## src/rtl/execute_multicycle_pkg.sv

```systemverilog
// exec_pkg: shared constants and types for the multicycle execute stage.
//   - funct codes recognised by the ALU and the multiply/HI path
//   - aluOp encodings coming from the main decoder
//   - operand forwarding select codes and the priority helper
//   - FSM state type for the multiply sequencer
package exec_pkg;

  localparam logic [5:0] FUNCT_MFHI  = 6'h10;
  localparam logic [5:0] FUNCT_MULTU = 6'h19;
  localparam logic [5:0] FUNCT_ADD   = 6'h20;
  localparam logic [5:0] FUNCT_ADDU  = 6'h21;
  localparam logic [5:0] FUNCT_SUB   = 6'h22;
  localparam logic [5:0] FUNCT_SUBU  = 6'h23;
  localparam logic [5:0] FUNCT_AND   = 6'h24;
  localparam logic [5:0] FUNCT_OR    = 6'h25;
  localparam logic [5:0] FUNCT_XOR   = 6'h26;
  localparam logic [5:0] FUNCT_NOR   = 6'h27;
  localparam logic [5:0] FUNCT_SLT   = 6'h2A;
  localparam logic [5:0] FUNCT_SLTU  = 6'h2B;

  localparam logic [1:0] ALUOP_MEM    = 2'b00;
  localparam logic [1:0] ALUOP_BRANCH = 2'b01;
  localparam logic [1:0] ALUOP_RTYPE  = 2'b10;
  localparam logic [1:0] ALUOP_ORI    = 2'b11;

  localparam logic [1:0] FWD_NOMINAL = 2'b00;
  localparam logic [1:0] FWD_MEMWB   = 2'b01;
  localparam logic [1:0] FWD_EXMEM   = 2'b10;

  typedef enum logic [1:0] {
    IDLE = 2'd0,
    BUSY = 2'd1,
    DONE = 2'd2
  } exec_state_t;

  // The younger producer (EX/MEM) always wins over MEM/WB.
  function automatic logic [1:0] fwd_select(input logic exmem_hit, input logic memwb_hit);
    if (exmem_hit) return FWD_EXMEM;
    else if (memwb_hit) return FWD_MEMWB;
    else return FWD_NOMINAL;
  endfunction

endpackage

```

## src/rtl/execute_multicycle_if.sv

```systemverilog
// execute_multicycle_if: bundle of every execute-stage signal except clk/rstN.
//   ID/EX side  : flush, idExValid, control fields, operands, register specifiers
//   MEM/WB side : memWbRegWrite, memWbRd, memWbData
//   EX/MEM side : exMemValid, control outputs, result, writeData, rdOut
//   stall       : back-pressure to PC, IF/ID and ID/EX
// master = upstream pipeline driving the stage, slave = the execute stage.
interface execute_multicycle_if #(
  parameter int DATA_W     = 32,
  parameter int REG_ADDR_W = 5
);
  logic                  flush;
  logic                  idExValid;
  logic [1:0]            writeBackControlIn;
  logic [1:0]            memAccessControlIn;
  logic [3:0]            calculationControl;
  logic [DATA_W-1:0]     readData1;
  logic [DATA_W-1:0]     readData2;
  logic [DATA_W-1:0]     immediateOperand;
  logic [REG_ADDR_W-1:0] rs;
  logic [REG_ADDR_W-1:0] rt;
  logic [REG_ADDR_W-1:0] rdIn;
  logic                  memWbRegWrite;
  logic [REG_ADDR_W-1:0] memWbRd;
  logic [DATA_W-1:0]     memWbData;
  logic                  stall;
  logic                  exMemValid;
  logic [1:0]            writeBackControlOut;
  logic [1:0]            memAccessControlOut;
  logic [DATA_W-1:0]     result;
  logic [DATA_W-1:0]     writeData;
  logic [REG_ADDR_W-1:0] rdOut;

  modport master (
    output flush, idExValid, writeBackControlIn, memAccessControlIn, calculationControl,
           readData1, readData2, immediateOperand, rs, rt, rdIn,
           memWbRegWrite, memWbRd, memWbData,
    input  stall, exMemValid, writeBackControlOut, memAccessControlOut, result, writeData, rdOut
  );

  modport slave (
    input  flush, idExValid, writeBackControlIn, memAccessControlIn, calculationControl,
           readData1, readData2, immediateOperand, rs, rt, rdIn,
           memWbRegWrite, memWbRd, memWbData,
    output stall, exMemValid, writeBackControlOut, memAccessControlOut, result, writeData, rdOut
  );
endinterface

```

## src/rtl/execute_multicycle_alu.sv

```systemverilog
// Alu: single-cycle integer ALU, DATA_W wide, results wrap modulo 2^DATA_W.
//   a, b   : operands
//   aluOp  : 00 add (mem), 01 sub (branch), 10 R-type by funct, 11 or (ori)
//   funct  : R-type function code
//   y      : result
module Alu
  import exec_pkg::*;
#(
  parameter int DATA_W = 32
) (
  input  logic [DATA_W-1:0] a,
  input  logic [DATA_W-1:0] b,
  input  logic [1:0]        aluOp,
  input  logic [5:0]        funct,
  output logic [DATA_W-1:0] y
);

  // Pure combinational decode; unknown R-type functs fall back to add.
  always_comb begin
    y = a + b;
    case (aluOp)
      ALUOP_MEM:    y = a + b;
      ALUOP_BRANCH: y = a - b;
      ALUOP_RTYPE: begin
        case (funct)
          FUNCT_ADD, FUNCT_ADDU: y = a + b;
          FUNCT_SUB, FUNCT_SUBU: y = a - b;
          FUNCT_AND:             y = a & b;
          FUNCT_OR:              y = a | b;
          FUNCT_XOR:             y = a ^ b;
          FUNCT_NOR:             y = ~(a | b);
          FUNCT_SLT:             y = {{(DATA_W-1){1'b0}}, $signed(a) < $signed(b)};
          FUNCT_SLTU:            y = {{(DATA_W-1){1'b0}}, a < b};
          default:               y = a + b;
        endcase
      end
      ALUOP_ORI:    y = a | b;
      default:      y = a + b;
    endcase
  end

endmodule

```

## src/rtl/execute_multicycle_mul_iter.sv

```systemverilog
// mul_iter: radix-2 shift-add unsigned multiplier, one iteration per falling edge.
//   clk, rstN : pipeline clock (negedge) and async active-low reset
//   start     : latch a/b and begin DATA_W iterations
//   flush     : abort any multiply in progress
//   a, b      : operands, sampled only on the start edge
//   done      : final iteration happens on the coming edge
//   product   : 2*DATA_W-bit product, valid once the count has reached zero
module mul_iter #(
  parameter int DATA_W = 32
) (
  input  logic                  clk,
  input  logic                  rstN,
  input  logic                  start,
  input  logic                  flush,
  input  logic [DATA_W-1:0]     a,
  input  logic [DATA_W-1:0]     b,
  output logic                  done,
  output logic [2*DATA_W-1:0]   product
);

  localparam int CNT_W = $clog2(DATA_W + 1);

  logic [2*DATA_W-1:0] mcand;
  logic [2*DATA_W-1:0] acc;
  logic [DATA_W-1:0]   mplier;
  logic [CNT_W-1:0]    count;

  // Multiplicand shifts left and multiplier shifts right, so only bit 0 of
  // the multiplier ever decides whether to accumulate.
  always_ff @(negedge clk or negedge rstN) begin
    if (!rstN) begin
      mcand  <= '0;
      acc    <= '0;
      mplier <= '0;
      count  <= '0;
    end else if (flush) begin
      count <= '0;
    end else if (start) begin
      mcand  <= {{DATA_W{1'b0}}, a};
      mplier <= b;
      acc    <= '0;
      count  <= CNT_W'(DATA_W);
    end else if (count != '0) begin
      if (mplier[0]) acc <= acc + mcand;
      mcand  <= mcand << 1;
      mplier <= mplier >> 1;
      count  <= count - 1'b1;
    end
  end

  assign done    = (count == CNT_W'(1));
  assign product = acc;

endmodule

```

## src/rtl/execute_multicycle.sv

```systemverilog
// execute_multicycle: execute stage with two-level forwarding, a single-cycle
// ALU path and an iterative MULTU that stalls upstream and writes HI.
//   clk  : pipeline clock, all state updates on the falling edge
//   rstN : asynchronous active-low reset
//   bus  : slave side of execute_multicycle_if (ID/EX in, MEM/WB in, EX/MEM out, stall)
module execute_multicycle
  import exec_pkg::*;
#(
  parameter int DATA_W     = 32,
  parameter int REG_ADDR_W = 5
) (
  input logic                  clk,
  input logic                  rstN,
  execute_multicycle_if.slave  bus
);

  logic                  reg_dst, alu_src;
  logic [1:0]            alu_op;
  logic [5:0]            funct;
  logic                  is_mult, is_mfhi;
  exec_state_t           state;
  logic                  ex_valid;
  logic [1:0]            ex_wb, ex_mem;
  logic [DATA_W-1:0]     ex_result, ex_wdata, hi;
  logic [REG_ADDR_W-1:0] ex_rd;
  logic                  exmem_can_fwd;
  logic [1:0]            sel_a, sel_b;
  logic [DATA_W-1:0]     operand1, operand2, rd2_fwd, alu_y, alu_or_hi;
  logic [REG_ADDR_W-1:0] dest_rd;
  logic                  mul_start, mul_done;
  logic [2*DATA_W-1:0]   product;

  assign {reg_dst, alu_op, alu_src} = bus.calculationControl;
  assign funct   = bus.immediateOperand[5:0];
  assign is_mult = bus.idExValid && (alu_op == ALUOP_RTYPE) && (funct == FUNCT_MULTU);
  assign is_mfhi = bus.idExValid && (alu_op == ALUOP_RTYPE) && (funct == FUNCT_MFHI);

  // A bubble in EX/MEM (valid low) must never forward, and r0 is hard-wired.
  assign exmem_can_fwd = ex_wb[1] && ex_valid && (ex_rd != '0);
  assign sel_a = fwd_select(exmem_can_fwd && (ex_rd == bus.rs),
                            bus.memWbRegWrite && (bus.memWbRd != '0) && (bus.memWbRd == bus.rs));
  assign sel_b = fwd_select(exmem_can_fwd && (ex_rd == bus.rt),
                            bus.memWbRegWrite && (bus.memWbRd != '0) && (bus.memWbRd == bus.rt));

  always_comb begin
    operand1 = bus.readData1;
    rd2_fwd  = bus.readData2;
    case (sel_a)
      FWD_EXMEM: operand1 = ex_result;
      FWD_MEMWB: operand1 = bus.memWbData;
      default:   operand1 = bus.readData1;
    endcase
    case (sel_b)
      FWD_EXMEM: rd2_fwd = ex_result;
      FWD_MEMWB: rd2_fwd = bus.memWbData;
      default:   rd2_fwd = bus.readData2;
    endcase
  end

  assign operand2  = alu_src ? bus.immediateOperand : rd2_fwd;
  assign dest_rd   = reg_dst ? bus.rdIn : bus.rt;
  assign alu_or_hi = is_mfhi ? hi : alu_y;

  Alu #(.DATA_W(DATA_W)) u_alu (
    .a     (operand1),
    .b     (operand2),
    .aluOp (alu_op),
    .funct (funct),
    .y     (alu_y)
  );

  assign mul_start = (state == IDLE) && is_mult && !bus.flush;

  mul_iter #(.DATA_W(DATA_W)) u_mul (
    .clk     (clk),
    .rstN    (rstN),
    .start   (mul_start),
    .flush   (bus.flush),
    .a       (operand1),
    .b       (operand2),
    .done    (mul_done),
    .product (product)
  );

  // In DONE the stall has already dropped, but ID/EX still holds the MULTU,
  // so its control and rd are taken from the live ID/EX inputs on that edge.
  always_ff @(negedge clk or negedge rstN) begin
    if (!rstN) begin
      state     <= IDLE;
      hi        <= '0;
      ex_valid  <= 1'b0;
      ex_wb     <= '0;
      ex_mem    <= '0;
      ex_result <= '0;
      ex_wdata  <= '0;
      ex_rd     <= '0;
    end else if (bus.flush) begin
      state    <= IDLE;
      ex_valid <= 1'b0;
      ex_wb    <= '0;
      ex_mem   <= '0;
    end else begin
      case (state)
        IDLE: begin
          if (is_mult || !bus.idExValid) begin
            if (is_mult) state <= BUSY;
            ex_valid <= 1'b0;
            ex_wb    <= '0;
            ex_mem   <= '0;
          end else begin
            ex_valid  <= 1'b1;
            ex_wb     <= bus.writeBackControlIn;
            ex_mem    <= bus.memAccessControlIn;
            ex_result <= alu_or_hi;
            ex_wdata  <= rd2_fwd;
            ex_rd     <= dest_rd;
          end
        end
        BUSY: begin
          if (mul_done) state <= DONE;
          ex_valid <= 1'b0;
          ex_wb    <= '0;
          ex_mem   <= '0;
        end
        DONE: begin
          state     <= IDLE;
          hi        <= product[2*DATA_W-1:DATA_W];
          ex_valid  <= bus.idExValid;
          ex_wb     <= bus.writeBackControlIn;
          ex_mem    <= bus.memAccessControlIn;
          ex_result <= product[DATA_W-1:0];
          ex_wdata  <= rd2_fwd;
          ex_rd     <= dest_rd;
        end
        default: state <= IDLE;
      endcase
    end
  end

  assign bus.stall               = ((state == IDLE) && is_mult) || (state == BUSY);
  assign bus.exMemValid          = ex_valid;
  assign bus.writeBackControlOut = ex_wb;
  assign bus.memAccessControlOut = ex_mem;
  assign bus.result              = ex_result;
  assign bus.writeData           = ex_wdata;
  assign bus.rdOut               = ex_rd;

endmodule

```

## src/flat_wrapper.sv

```systemverilog
// flat-port wrapper written by rule: the top's interface ports become plain ports
module execute_multicycle_flat import exec_pkg::*;
#(
  parameter int DATA_W     = 32,
  parameter int REG_ADDR_W = 5
)
  (clk, rstN, bus_flush, bus_idExValid, bus_writeBackControlIn, bus_memAccessControlIn, bus_calculationControl, bus_readData1, bus_readData2, bus_immediateOperand, bus_rs, bus_rt, bus_rdIn, bus_memWbRegWrite, bus_memWbRd, bus_memWbData, bus_stall, bus_exMemValid, bus_writeBackControlOut, bus_memAccessControlOut, bus_result, bus_writeData, bus_rdOut);
  execute_multicycle_if #(.DATA_W(DATA_W), .REG_ADDR_W(REG_ADDR_W)) bus_i ();
  input logic clk;
  input logic rstN;
  input wire logic [$bits(bus_i.flush)-1:0] bus_flush;
  input wire logic [$bits(bus_i.idExValid)-1:0] bus_idExValid;
  input wire logic [$bits(bus_i.writeBackControlIn)-1:0] bus_writeBackControlIn;
  input wire logic [$bits(bus_i.memAccessControlIn)-1:0] bus_memAccessControlIn;
  input wire logic [$bits(bus_i.calculationControl)-1:0] bus_calculationControl;
  input wire logic [$bits(bus_i.readData1)-1:0] bus_readData1;
  input wire logic [$bits(bus_i.readData2)-1:0] bus_readData2;
  input wire logic [$bits(bus_i.immediateOperand)-1:0] bus_immediateOperand;
  input wire logic [$bits(bus_i.rs)-1:0] bus_rs;
  input wire logic [$bits(bus_i.rt)-1:0] bus_rt;
  input wire logic [$bits(bus_i.rdIn)-1:0] bus_rdIn;
  input wire logic [$bits(bus_i.memWbRegWrite)-1:0] bus_memWbRegWrite;
  input wire logic [$bits(bus_i.memWbRd)-1:0] bus_memWbRd;
  input wire logic [$bits(bus_i.memWbData)-1:0] bus_memWbData;
  output wire logic [$bits(bus_i.stall)-1:0] bus_stall;
  output wire logic [$bits(bus_i.exMemValid)-1:0] bus_exMemValid;
  output wire logic [$bits(bus_i.writeBackControlOut)-1:0] bus_writeBackControlOut;
  output wire logic [$bits(bus_i.memAccessControlOut)-1:0] bus_memAccessControlOut;
  output wire logic [$bits(bus_i.result)-1:0] bus_result;
  output wire logic [$bits(bus_i.writeData)-1:0] bus_writeData;
  output wire logic [$bits(bus_i.rdOut)-1:0] bus_rdOut;
  assign bus_i.flush = bus_flush;
  assign bus_i.idExValid = bus_idExValid;
  assign bus_i.writeBackControlIn = bus_writeBackControlIn;
  assign bus_i.memAccessControlIn = bus_memAccessControlIn;
  assign bus_i.calculationControl = bus_calculationControl;
  assign bus_i.readData1 = bus_readData1;
  assign bus_i.readData2 = bus_readData2;
  assign bus_i.immediateOperand = bus_immediateOperand;
  assign bus_i.rs = bus_rs;
  assign bus_i.rt = bus_rt;
  assign bus_i.rdIn = bus_rdIn;
  assign bus_i.memWbRegWrite = bus_memWbRegWrite;
  assign bus_i.memWbRd = bus_memWbRd;
  assign bus_i.memWbData = bus_memWbData;
  assign bus_stall = bus_i.stall;
  assign bus_exMemValid = bus_i.exMemValid;
  assign bus_writeBackControlOut = bus_i.writeBackControlOut;
  assign bus_memAccessControlOut = bus_i.memAccessControlOut;
  assign bus_result = bus_i.result;
  assign bus_writeData = bus_i.writeData;
  assign bus_rdOut = bus_i.rdOut;
  execute_multicycle #(.DATA_W(DATA_W), .REG_ADDR_W(REG_ADDR_W)) u_core (.clk(clk), .rstN(rstN), .bus(bus_i));
endmodule
```

## config.mk

```make
export PLATFORM = sky130hd
export DESIGN_NAME = execute_multicycle_flat
export DESIGN_NICKNAME = d
export VERILOG_FILES = /design/src/rtl/execute_multicycle_pkg.sv /design/src/rtl/execute_multicycle_if.sv /design/src/rtl/execute_multicycle_alu.sv /design/src/rtl/execute_multicycle_mul_iter.sv /design/src/rtl/execute_multicycle.sv /design/src/flat_wrapper.sv
export SDC_FILE = /design/constraint.sdc
export NUM_CORES = 1
export LEC_CHECK = 0
export ABC_AREA = 1
export CAP_MARGIN = 10
export CORE_MARGIN = 5
export CORE_UTILIZATION = 57
export DETAILED_ROUTE_END_ITERATION = 12
export PLACE_DENSITY = 0.79
export RECOVER_POWER = 25
export SYNTH_ARGS = -nofsm -noshare
export SYNTH_HDL_FRONTEND = slang
export SYNTH_SLANG_ARGS = --single-unit
```

## constraint.sdc

```tcl
create_clock -name clk -period 4.9 [get_ports clk]
set_input_delay 0.735 -clock clk [delete_from_list [all_inputs] [get_ports clk]]
set_output_delay 0.735 -clock clk [all_outputs]
set_load 0.02 [all_outputs]
```

==> metrics.txt, run 1 <==
# placed instances=5,470; Stop stage=global routing; DP Worst Slack=-2420 ps; Syn Inst Count=4,253; top post-synthesis cells by area=dfrtn_1 (27%), nand2_1 (20%), inv_1 (9.5%); gp weighted congestion=1.12; Bufs on Longest Clock Path=3; height of the die=223 um; CTS Sinks=274; Initial Util=57.4%; largest net degree at the start of global routing=73; H-tree depth=2; hpwl dp=92,600 um; Inserted Clock Buffers=34; status=did not finish; synthesized flop and latch total=274; Err=[ERROR GRT-0232] Routing congestion too high. Check the congestion heatmap in the GUI.; post-synth top area cell=dfrtn_1; number of distinct library cells after synthesis=44; I/O Buffers=235; Synth Flop Type=dfrtn_1; sequential area share after synthesis=26.5%; grt ovf=12; Boundary Pins=236; width of the die=223 um; CTS Root Cell=clkbuf_16; Row Count=78; GRT worst endpoint=u_core.bus.result[8]$_DFFE_NN0P_/D; synthesized area per cell=6.08 sq um; fraction of synthesis flops using an asynchronous set or reset pin=100%; EDFF count, synth=0; Yosys top cell area share=26.5%; Synth Warn #=0; Syn Nets=4,582; Synth Cell Area=0.0259 sq mm; Worst EP Category=sequential cell input; gr usage total=71.5%
-- Yosys cell counts (31+ instances only) --
master	count
nor3_1	31
nand3_1	289
buf_2	63
o21ai_1	68
o22ai_1	81
clkbuf_1	76
o21ai_0	201
inv_1	653
xor2_1	42
nor2_1	345
a21oi_1	325
dfrtn_1	274
ha_1	165
or2_2	63
nand2_1	1354
-- per-stage QoR --
step | area (sq um) | util [%]
after floorplan | 27100 | -
after CTS | 38000 | 84.2
after global placement | 33900 | 75.3
after detailed placement | 33900 | 75.3
-- cell families after synthesis --
kind of cell / after synthesis / synth area share (%)
xor+xnor: 60 / 2.03
mux: 17 / 0.740
flops: 274 / 26.5
fa+ha+maj: 168 / 8.22
simple gates: 2140 / 33.9
buf+inv: 823 / 12.3
compound gates: 771 / 16.2
-- layer usage --
layer | GRT usage, % | overflow
met1 | 72.0 | 0
met2 | 89.2 | 3
met3 | 55.3 | 2
met4 | 66.9 | 7
met5 | 31.9 | 0
-- repair_timing --
action / in CTS
setup endpoints to repair: 114
buffers inserted: 119
resized for setup: 559
cloned: 9
hold buffers: 0
hold endpoints to repair: 0
pin swaps: 232
==> run 2: changes to the inputs <==
--- a/config.mk
+++ b/config.mk
@@ -8,9 +8,9 @@
 export ABC_AREA = 1
 export CAP_MARGIN = 10
 export CORE_MARGIN = 5
-export CORE_UTILIZATION = 57
+export CORE_UTILIZATION = 40
 export DETAILED_ROUTE_END_ITERATION = 12
-export PLACE_DENSITY = 0.79
+export PLACE_DENSITY_LB_ADDON = 0.15
 export RECOVER_POWER = 25
 export SYNTH_ARGS = -nofsm -noshare
 export SYNTH_HDL_FRONTEND = slang
==> metrics.txt, run 2 <==
number of hold violations in the final report=0; Detailed Route Iter0 Violations=3,359; clk_lat worst skew=580 ps; most instantiated library cell after synthesis=nand2_1 (unchanged); wire per inst=22.9 um; Yosys top cell area share=26.5% (unchanged); critical path required time=2860 ps; CP delay by family, top=simple AND/OR/NAND/NOR gates; LEAKAGE=20.3 nW; Slew Limit Headroom=9.15%; CP endpoint kind=flop; most frequent cells in the layout=nand2_1 (1,131), buf_4 (638), inv_1 (532); # placed instances=5,803 (was 5,470); Post-synth top cells=nand2_1 (1,354), inv_1 (653), nor2_1 (345), a21oi_1 (325), nand3_1 (289) (unchanged); DIE AREA=0.0698 sq mm; I/O Buffers=235 (unchanged); Bufs on Longest Clock Path=3 (unchanged); Final ANT Viol Nets=0; MaxCap Viol Count=0; commonest non-fill, non-tap cell in the layout=nand2_1; CP bufs+invs=8; Boundary Pins=236 (unchanged); Synth Warn #=0 (unchanged); Worst-path clk slew=40 ps; hold_ws=426 ps; gr usage total=37.9%; vias per cell=5.40; largest net degree at the start of global routing=55; Synth Cell Area=0.0259 sq mm (unchanged); CTS tree=yes; Worst EP arrival=4300 ps; Crit Path Class=in -> reg; slowest stage delay, CP=400 ps; vias=32.6k; first-pass GRT wire length=201,000 um; synthesized area per cell=6.08 sq um (unchanged); final setup vio count=34; CTS Root Cell=clkbuf_16 (unchanged); gp weighted congestion=1.04 (was 1.12); Worst Path Max Fanout=6; diode count=0; layout cells sized above 1=31.9%; Routed Wire Length=138,000 um; Inserted Clock Buffers=35 (was 34); vias in the first global route=31.7k; failing checks=setup timing; Worst-Margin Slew=1360 ps; CTS Sinks=274 (unchanged); hold_buf cts=0 (unchanged); grt ovf=0; Finished Layout Cells=6,034; Post-Route Skew=26.7 ps; height of the die=264 um (was 223 um); RSZ-0062 raised after global routing=yes; fin. max-slew vios=0; Syn Inst Count=4,253 (unchanged); hpwl dp=109,000 um (was 92,600 um); Initial Util=40.3% (was 57.4%); Area growth, synth to finish=56.9%; fraction of synthesis flops using an asynchronous set or reset pin=100% (unchanged); Syn Nets=4,582 (unchanged); width of the die=264 um (was 223 um); H-tree depth=2 (unchanged); Worst setup SP type=input pin; status=finished with violations (was did not finish); synthesized flop and latch total=274 (unchanged); number of distinct library cells after synthesis=44 (unchanged); initial antenna violation count=5; DRC viols=0; pwr/cell area=419 mW/mm^2; Peak VDD IR=0.478 mV; core area=0.0642 sq mm; top post-synthesis cells by area=dfrtn_1 (27%), nand2_1 (20%), inv_1 (9.5%) (unchanged); sequential area share after synthesis=26.5% (unchanged); Final WS setup=-1440 ps; Worst Hold Class=reg -> reg; setup total negative slack=-42,970 ps; Slowest-stage cell, CP=fa_2; post-synth top area cell=dfrtn_1 (unchanged); router iterations before antenna repair=6; EDFF count, synth=0 (unchanged); Row Count=93 (was 78); Final Net Count=5,485; Synth Flop Type=dfrtn_1 (unchanged)
-- run 2: cell counts after synthesis --
Identical to the previous run, type by type.
-- run 2: cells by family (layout without fill, tap and decap cells) --
group / Yosys count / in the layout / synth area share (%)
buf+inv: 823 / 1749 / 12.3
xor+xnor: 60 / 60 / 2.03
compound gates: 771 / 771 / 16.2
mux: 17 / 17 / 0.740
flops: 274 / 274 / 26.5
simple gates: 2140 / 2140 / 33.9
fa+ha+maj: 168 / 168 / 8.22
-- run 2: per-stage QoR --
stage	cell area (sq um)	setup WS, ps	total power, mW	util, %
2_1_floorplan	27100	-1050	9.38	-
3_3_place_gp	34800	-2710	13.0	54.2
3_5_place_dp	34800	-2700	13.1	54.2
4_1_cts	39800	-1340	16.7	61.9
5_1_grt	40600	-1610	18.1	63.2
6_report	40600	-1440	17.0	63.2
-- run 2: what timing repair did --
action                     CTS  global route
pin swaps                  275           133
setup endpoints to repair  228           134
gates resized for setup    728           172
buffers inserted           136            30
gates cloned                13             0
-- run 2: area by class of cell --
type | count | area, sq um
fillers | 6063 | 23700
flip-flops and latches | 274 | 6860
clock buffers | 49 | 1030
repair buffers | 1026 | 9560
inverters | 663 | 2560
multi-input cells | 3156 | 19300
clock inverters | 11 | 203
well taps | 855 | 1070
-- run 2: path summary, 6_finish.rpt --
path                                            to  slack (ps)  cells after the start                    start
max                          u_core.bus.result[18]       -1440                     28           bus_memWbRd[1]
min                        u_core.bus.writeData[0]         430                      2  u_core.bus.writeData[0]
max reg2reg                  u_core.bus.result[18]         670                     27      u_core.bus.rdOut[3]
min reg2reg                u_core.bus.writeData[0]         430                      2  u_core.bus.writeData[0]
max in group asynchronous   u_core.u_mul.mplier[9]         380                      2                     rstN
min in group asynchronous          u_core.state[1]        2810                      1                     rstN
-- run 2: worst register-to-register path: stages (launching register included) --
cell and delay, ps:
dfrtn_1 460, inv_1 100, nand4_1 90, nand3_1 150, nor4_2 440, nand2_4 200
nand2_8 150, buf_6 140, buf_16 150, or2_4 140, nand3_4 90, buf_6 130
fa_2 400, inv_2 100, buf_6 100, nand3_4 70, nand3_4 150, nand2_4 70
nand2_4 110, nand2_2 80, nand4_1 230, nand3_1 120, nand3_1 90, nand2_1 70
nand2_1 80, nand2_1 50, nand2_1 50, nand2_1 50
-- run 2: layer usage --
layer	up-vias	routed length [um]	global-route usage [%]
li1	15300	-	-
met1	15400	55700	49.4
met2	1460	62200	61.4
met3	368	11400	5.84
met4	4	8890	19.1
met5	-	23	0
-- run 2: report_power, final --
part	internal, mW	switching, mW
registers	3.09	0.640
logic	3.99	6.46
clock network	1.69	1.14
total	8.77	8.24
No activity file was read; power rests on OpenSTA's default activity.
==> run 3: changes to the inputs <==
==> constraint.sdc (replaced) <==
create_clock -name clk -period 7.1 [get_ports clk]
set_input_delay 1.065 -clock clk [delete_from_list [all_inputs] [get_ports clk]]
set_output_delay 1.065 -clock clk [all_outputs]
set_load 0.02 [all_outputs]
==> metrics.txt, run 3 (synthesis results as in run 2) <==
most frequent cells in the layout=nand2_1 (1,090), buf_4 (571), inv_1 (526) (was nand2_1 (1,131), buf_4 (638), inv_1 (532)); DRC viols=0 (unchanged); Finished Layout Cells=5,978 (was 6,034); router iterations before antenna repair=6 (unchanged); Bufs on Longest Clock Path=3 (unchanged); MaxCap Viol Count=2 (was 0); Most common cell on crit path=nand2_1; final setup vio count=32 (was 34); number of hold violations in the final report=0 (unchanged); Slew Limit Headroom=-8.88% (was 9.15%); vias=32.1k (was 32.6k); grt ovf=0 (unchanged); wire per inst=22.5 um (was 22.9 um); CP bufs+invs=6 (was 8); CTS Sinks=274 (unchanged); Post-Route Skew=19.9 ps (was 26.7 ps); CP delay by family, top=simple AND/OR/NAND/NOR gates (unchanged); width of the die=264 um (unchanged); Worst Path Max Fanout=11 (was 6); DP Area=0.0344 sq mm (was 0.0348 sq mm); Worst-path clk slew=40 ps (about the same); CTS tree=yes (unchanged); Worst Hold Class=reg -> reg (unchanged); largest net degree at the start of global routing=65 (was 55); gr usage total=36.2% (was 37.9%); H-tree depth=2 (unchanged); Routed Wire Length=134,000 um (was 138,000 um); fin. max-slew vios=127 (was 0); Row Count=93 (unchanged); RSZ-0062 raised after global routing=yes (unchanged); Design Power=11.7 mW (was 17.0 mW); Final ANT Viol Nets=0 (unchanged); CTS Root Cell=clkbuf_16 (unchanged); vias in the first global route=31.0k (was 31.7k); Area growth, synth to finish=56.3% (was 56.9%); Crit Path Class=in -> reg (unchanged); Peak VDD IR=0.287 mV (was 0.478 mV); critical path required time=3970 ps (was 2860 ps); Final Cell Area=0.0404 sq mm (was 0.0406 sq mm); I/O Buffers=235 (unchanged); CP endpoint kind=flop (unchanged); layout filler cell count=5,968 (was 6,063); Final WS setup=-562 ps (was -1440 ps); slowest stage delay, CP=380 ps (was 400 ps); Worst-Margin Slew=1630 ps (was 1360 ps); status=finished with violations (unchanged); height of the die=264 um (unchanged); Post-Route Utilization=62.9% (was 63.2%); commonest non-fill, non-tap cell in the layout=nand2_1 (unchanged); Initial Util=40.3% (unchanged); vias per cell=5.36 (was 5.40); Worst EP arrival=4530 ps (was 4300 ps); # placed instances=5,759 (was 5,803); initial antenna violation count=1 (was 5); LEAKAGE=20.1 nW (was 20.3 nW); DP Worst Slack=-1960 ps (was -2700 ps); Detailed Route Iter0 Violations=2,908 (was 3,359); core area=0.0642 sq mm (unchanged); Worst setup SP type=input pin (unchanged); layout cells sized above 1=32.5% (was 31.9%); Slowest-stage cell, CP=fa_2 (unchanged); clk_lat worst skew=570 ps (was 580 ps); Final Net Count=5,427 (was 5,485); DIE AREA=0.0698 sq mm (unchanged); hpwl dp=106,000 um (was 109,000 um); first-pass GRT wire length=194,000 um (was 201,000 um); failing checks=capacitance limit, slew limit, setup timing (was setup timing); diode count=0 (unchanged); Inserted Clock Buffers=36 (was 35); pwr/cell area=289 mW/mm^2 (was 419 mW/mm^2); Boundary Pins=236 (unchanged); gp weighted congestion=1.06 (was 1.04)
-- run 3: changes by cell type in the layout (fill, tap and decap cells not counted), moves of 8 or more --
cell	before	now
buf_4	638	571
nand2_1	1131	1090
clkdlybuf4s50_1	189	218
buf_6	70	97
dlygate4sd2_1	26	1
nand2_2	159	180
nand2_4	60	78
nand3_1	180	167
buf_12	63	52
nand3_2	77	88
a21oi_2	29	20
inv_4	21	30
buf_16	10	2
-- run 3: final cells by class --
type	count	area, sq um	share of cell area (%)
multi-input cells	3156	19700	48.6
clock buffers	48	1020	2.52
clock inverters	15	275	0.681
well taps	855	1070	2.65
flip-flops and latches	274	6860	17.0
inverters	663	2580	6.38
repair buffers	967	8970	22.2
-- run 3: report_power, final --
| group | internal (mW) | switching [mW] | total, mW |
|---|---|---|---|
| logic | 2.64 | 4.38 | 7.02 |
| registers | 2.13 | 0.468 | 2.60 |
| clock network | 1.23 | 0.802 | 2.04 |
| total | 6.01 | 5.65 | 11.7 |
-- run 3: stage by stage --
step / hold WS, ps / setup TNS [ps]
floorplan: 408 / -6540
global placement: 424 / -54330
detailed placement: 430 / -55010
CTS: 433 / -13240
global route: 443 / -19030
finish: 431 / -14460
-- run 3: worst min-delay path, stage by stage (launching register included) --
cell and delay [ps]:
dfrtn_1 400, nand2_1 50, nand2_1 60
-- run 3: metal layers --
layer	track usage, %	vias up	routed length (um)	share of wire [%]
met2	58.1	1318	59900	45
met5	0	-	6	0.0045
met3	4.96	339	9830	7.3
met4	20.2	2	9300	6.9
li1	-	15200	-	-
met1	47.2	15200	55200	41
-- run 3: worst paths after layout --
path                                          start                  endpoint  slack [ps]  cells after the start
min in group asynchronous                      rstN     u_core.u_mul.count[0]        4260                      1
min                        u_core.bus.writeData[27]  u_core.bus.writeData[27]         430                      2
min reg2reg                u_core.bus.writeData[27]  u_core.bus.writeData[27]         430                      2
max reg2reg                     u_core.bus.rdOut[0]     u_core.bus.result[21]        2900                     29
max in group asynchronous                      rstN     u_core.bus.result[31]         500                      2
max                                  bus_memWbRd[3]     u_core.bus.result[30]        -560                     32
-- run 3: repair_timing --
item | 4_1_cts | 5_1_grt
resized for setup | 549 | 431
hold buffers | 0 | 0
hold endpoints to repair | 0 | 0
setup endpoints to repair | 32 | 33
pin swaps | 205 | 270
buffers inserted | 85 | 75
cloned | 3 | 3
